### src/rtl/isa_decode_stage.sv
// Registered decode stage: turns the instruction-byte stream into one ALU micro-op per instruction.
// Holds a single output entry under back-pressure and captures the ADDI immediate byte.
module isa_decode_stage #(
    parameter int OPC_W = 4,
    parameter int CNT_W = 8
) (
    input  logic             clk,
    input  logic             rst_n,
    input  logic             flush,
    input  logic             in_valid,
    output logic             in_ready,
    input  logic [7:0]       in_byte,
    output logic             out_valid,
    input  logic             out_ready,
    output logic [OPC_W-1:0] out_opcode,
    output logic             out_has_imm,
    output logic [7:0]       out_imm,
    output logic             out_illegal,
    output logic [CNT_W-1:0] illegal_cnt
);

    typedef enum logic {
        S_OP  = 1'b0,
        S_IMM = 1'b1
    } state_t;

    state_t             r_state;
    logic               r_valid;
    logic [OPC_W-1:0]   r_opcode;
    logic               r_has_imm;
    logic [7:0]         r_imm;
    logic               r_illegal;
    logic [CNT_W-1:0]   r_cnt;

    logic [3:0]         w_dec_code;
    logic               w_dec_illegal;
    logic               w_dec_addi;
    logic [OPC_W-1:0]   w_dec_opcode;
    logic               w_in_ready;
    logic               w_accept;
    logic               w_load;
    logic               w_load_imm;

    always_comb begin
        w_dec_code    = 4'h0;
        w_dec_illegal = 1'b0;
        w_dec_addi    = 1'b0;
        case (in_byte[7:4])
            4'h0: w_dec_code = in_byte[3:0];
            4'h2: w_dec_code = 4'h0;
            4'h3: w_dec_code = 4'h1;
            4'h4: w_dec_code = 4'h2;
            4'h5: w_dec_code = 4'h3;
            4'h6: w_dec_code = 4'h4;
            4'hE: w_dec_addi = 1'b1;
            4'hF: begin
                case (in_byte[3:0])
                    4'h6:    w_dec_code = 4'h5;
                    4'h7:    w_dec_code = 4'h6;
                    4'h8:    w_dec_code = 4'h7;
                    4'h9:    w_dec_code = 4'h8;
                    4'hA:    w_dec_code = 4'h9;
                    4'hC:    w_dec_code = 4'hA;
                    4'hE:    w_dec_code = 4'hB;
                    4'hD:    w_dec_code = 4'hC;
                    default: w_dec_illegal = 1'b1;
                endcase
            end
            default: w_dec_illegal = 1'b1;
        endcase
    end

    assign w_dec_opcode = w_dec_illegal ? {OPC_W{1'b1}} : OPC_W'(w_dec_code);

    // Ready depends only on the output slot, so the same rule holds in both states.
    assign w_in_ready = !flush && (!r_valid || out_ready);
    assign w_accept   = in_valid && w_in_ready;
    assign w_load_imm = w_accept && (r_state == S_IMM);
    assign w_load     = w_load_imm || (w_accept && !w_dec_addi);

    always_ff @(posedge clk or negedge rst_n) begin
        if (!rst_n) begin
            r_state   <= S_OP;
            r_valid   <= 1'b0;
            r_opcode  <= '0;
            r_has_imm <= 1'b0;
            r_imm     <= 8'h00;
            r_illegal <= 1'b0;
            r_cnt     <= '0;
        end else if (flush) begin
            r_state <= S_OP;
            r_valid <= 1'b0;
        end else begin
            if (w_accept) begin
                if (r_state == S_IMM) begin
                    r_state <= S_OP;
                end else if (w_dec_addi) begin
                    r_state <= S_IMM;
                end
            end

            if (w_load) begin
                r_valid <= 1'b1;
                if (w_load_imm) begin
                    r_opcode  <= '0;
                    r_has_imm <= 1'b1;
                    r_imm     <= in_byte;
                    r_illegal <= 1'b0;
                end else begin
                    r_opcode  <= w_dec_opcode;
                    r_has_imm <= 1'b0;
                    r_imm     <= 8'h00;
                    r_illegal <= w_dec_illegal;
                    if (w_dec_illegal && (r_cnt != {CNT_W{1'b1}})) begin
                        r_cnt <= r_cnt + CNT_W'(1);
                    end
                end
            end else if (r_valid && out_ready) begin
                r_valid <= 1'b0;
            end
        end
    end

    assign in_ready    = w_in_ready;
    assign out_valid   = r_valid;
    assign out_opcode  = r_opcode;
    assign out_has_imm = r_has_imm;
    assign out_imm     = r_imm;
    assign out_illegal = r_illegal;
    assign illegal_cnt = r_cnt;

endmodule

### config.mk
export PLATFORM = sky130hd
export DESIGN_NAME = isa_decode_stage
export DESIGN_NICKNAME = d
export VERILOG_FILES = /design/src/rtl/isa_decode_stage.sv
export SDC_FILE = /design/constraint.sdc
export NUM_CORES = 1
export LEC_CHECK = 0
export BUFFER_PORTS_ARGS = -buffer_cell sky130_fd_sc_hd__buf_4
export CAP_MARGIN = 20
export CORE_MARGIN = 2
export CORE_UTILIZATION = 54
export CTS_BUF_LIST = sky130_fd_sc_hd__clkbuf_4
export DETAILED_ROUTE_END_ITERATION = 16
export GPL_TIMING_DRIVEN = 0
export HOLD_SLACK_MARGIN = 0.08
export PLACE_DENSITY = 0.79
export SKIP_CTS_REPAIR_TIMING = 1
export SLEW_MARGIN = 15
export SYNTH_ARGS = -nofsm -noshare
export SYNTH_HDL_FRONTEND = slang
export SYNTH_SLANG_ARGS = --single-unit
### constraint.sdc
create_clock -name clk -period 2.1 [get_ports clk]
set_clock_uncertainty 0.2 [all_clocks]
set_input_delay 0.42 -clock clk [delete_from_list [all_inputs] [get_ports clk]]
set_output_delay 0.42 -clock clk [all_outputs]
set_load 0.02 [all_outputs]
==> qor.yml <==
status:
  status: "complete, no violations"
sta:
  timing.slew.headroom_pct: 62.1
  drv_slew: 0
  tightest_slew_ns: 0.563
  hold_viol: 0
  timing.hold.ws_ns: 0.170
  setup_violations: 0
  period_share_pct: 95.4
  max_freq_mhz: 499
  period_needed_ns: 2.00
  rsz0062_at_grt: "no"
clock_tree:
  path_clk_slew_ns: 0.14
  cts_tree: "built"
  cts.sinks: 24
  cts_root_buf: "clkbuf_4"
  clock_latency_ns: 0.32
  cts-buffers-inserted: 3
  cts_buffer_depth: 2
  htree_num_levels: 1
global_routing:
  use_met1_pct: 31.3
  grt_pass1_wl_um: 4910
  grt-busiest-layer: "met2"
  grt_pass1_vias: 1082
  grtUsageMet2_pct: 36.9
  grt.overflow.total: 0
  antenna_found_initial: 0
  grt_start_max_net_pins: 25
  gr-usage-met3_pct: 3.55
  track_usage_pct: 23.0
synth:
  synthAdderAreaFrac_pct: 0.909
  syn-cell-area_um2: 1380
  synth-simple-area-share_pct: 25.6
  ys_ff_latch: 24
  synth_xor_xnor_area_share_pct: 3.82
  synthMuxAreaShare_pct: 2.73
  synth_compound_area_share_pct: 20.4
  ys_types: 46
  yosysTopAreaCellShare_pct: 43.6
  syn_nets: 143
  synth_top_area_cell: "dfrtp_1"
  ys_seq_area_share_pct: 43.6
  synth_top_family_by_area: "simple AND/OR/NAND/NOR gates"
  synth_warnings: 0
  synth_flop_cell: "dfrtp_1"
  avgSynthCellArea_um2: 10.7
  synthArstFlopShare_pct: 100
  synthesis.instances: 129
  synth-edff-count: 0
  synthTopCellsByArea: "dfrtp_1, a22o_1, nand2_1, xor2_1, nor2b_1"
finish:
  layout_common_cells: "buf_4, dfrtp_1, nand2_1"
  nNetsFinal: 183
  num_antenna_cells: 0
  synthToLayoutAreaGrowth_pct: 25.1
  final_common_cell: "buf_4"
  fin_area_um2: 1720
  drive_gt1_share_pct: 34.5
floorplan:
  die_y_um: 54.5
  ios: 37
  start_util_pct: 56.1
  num_rows: 18
  fp.coreArea_um2: 2450
  die_area_um2: 2970
  fp.dieW_um: 54.5
placed_design:
  place.gp.congestion: 0.901
  place_area_um2: 1660
  dpl.hpwl_um: 2400
  io_buffer_count: 33
setup_path:
  reg2reg_to: "illegal_cnt[6]"
  r2r_cells: 6
  path_class: "reg2reg"
  end_kind: "flip-flop"
  reg2reg_from: "out_valid"
  r2r_slack_ns: 0.1
  crit_start: "out_valid"
  cp_max_fo: 6
  cp-start-kind: "flip-flop"
  crit_arrival_ns: 2.01
  crit_end: "illegal_cnt[6]"
  crit_required_ns: 2.11
pwr:
  power.density_nw_per_um2: 721
  vdd_ir_drop_max_v: 0.000627
  p_leak_uw: 0.000857
route:
  dr_total_vias: 1181
  avgRoutedWirePerCell_um: 16.1
  vias_per_cell: 5.96
  drtAntennaViolNets: 0
  drt_first_pass_iters: 4
  drtIter0Drc: 26
  drt-total-wl_um: 3190
  drc: 0
worst_hold_path:
  hold_class: "in2reg"
flow_run:
  cap_violations: 0
## Yosys cell counts, types with 2 or more instances
cell type and instances:
inv_1 2, nand3_1 3, nor4b_2 2, xor2_1 6, clkbuf_1 2, a21o_1 3
nor2b_1 5, nand2_1 14, nand4_1 2, nor3_1 3, o21ai_0 5, dfrtp_1 24
and2_1 2, nor3b_1 3, nor2_1 5, buf_2 5, o211ai_1 3, a21oi_1 2
a22o_1 8, o211a_1 2, nand2b_1 3
## registers in the layout (all words and copies together), names as in the netlist
signal       cells
illegal_cnt      8
out_imm          8
out_illegal      1
out_opcode       4
out_valid        1
out_has_imm      1
r_state          1
## metrics by stage
step / utilization [%] / total power [uW] / TNS (ns) / cells / setup slack [ns]
after global placement: 67.7 / 1010 / -1.17 / 192 / -0.253
after CTS: 68.8 / 1240 / -1.70 / 196 / -0.314
after global routing: 70.1 / 1310 / 0 / 198 / 0.0164
after floorplan: - / 846 / 0 / 129 / 0.0651
final: 70.1 / 1240 / 0 / 198 / 0.0965
after detailed placement: 67.7 / 1040 / -1.72 / 192 / -0.316
## power by group
group / switching (uW) / total [uW] / internal [uW]
Sequential: 80.5 / 608 / 527
Combinational: 234 / 423 / 190
Clock: 141 / 211 / 69.6
## cells by family (layout without fill, tap and decap cells)
family	Yosys count	count (layout)
compound gates	32	32
xor+xnor	6	6
fa+ha+maj	1	1
buf+inv	9	48
flops	24	24
mux	3	3
simple gates	54	54
## per-layer routing
layer / routed length (um) / share of wire (%) / vias to the layer above
met1: 1410 / 44 / 572
li1: - / - / 553
met3: 157 / 4.9 / 7
met4: 48 / 1.5 / 0
met5: 0 / 0 / -
met2: 1580 / 49 / 49
## worst max-delay path, cell delays in order (launching register included)
cell and delay (ns):
dfrtp_1 0.41, nor2b_1 0.20, nor4b_4 0.28, buf_4 0.19
o41ai_4 0.13, nor3_2 0.15, mux2_1 0.33
## worst min path at each step
stage	to	cells past startpoint	from	slack (ns)
2_1_floorplan	illegal_cnt[0]	0	rst_n	-0.08
3_3_place_gp	illegal_cnt[4]	1	rst_n	0.13
3_5_place_dp	illegal_cnt[5]	1	rst_n	0.13
4_1_cts	out_imm[5]	1	rst_n	-0.23
5_1_grt	out_imm[2]	2	in_byte[2]	0.17
6_report	out_imm[2]	2	in_byte[2]	0.17
## final cells by class
type,count,area [um2]
clock inverter,1,3.75
timing repair buffer,35,265
sequential,24,601
clock buffer,3,22.5
buffer,7,32.5
fill,198,733
inverter,2,7.51
multi-input combinational,96,752
tap,30,37.5
Power figures use the tool's default switching activity.
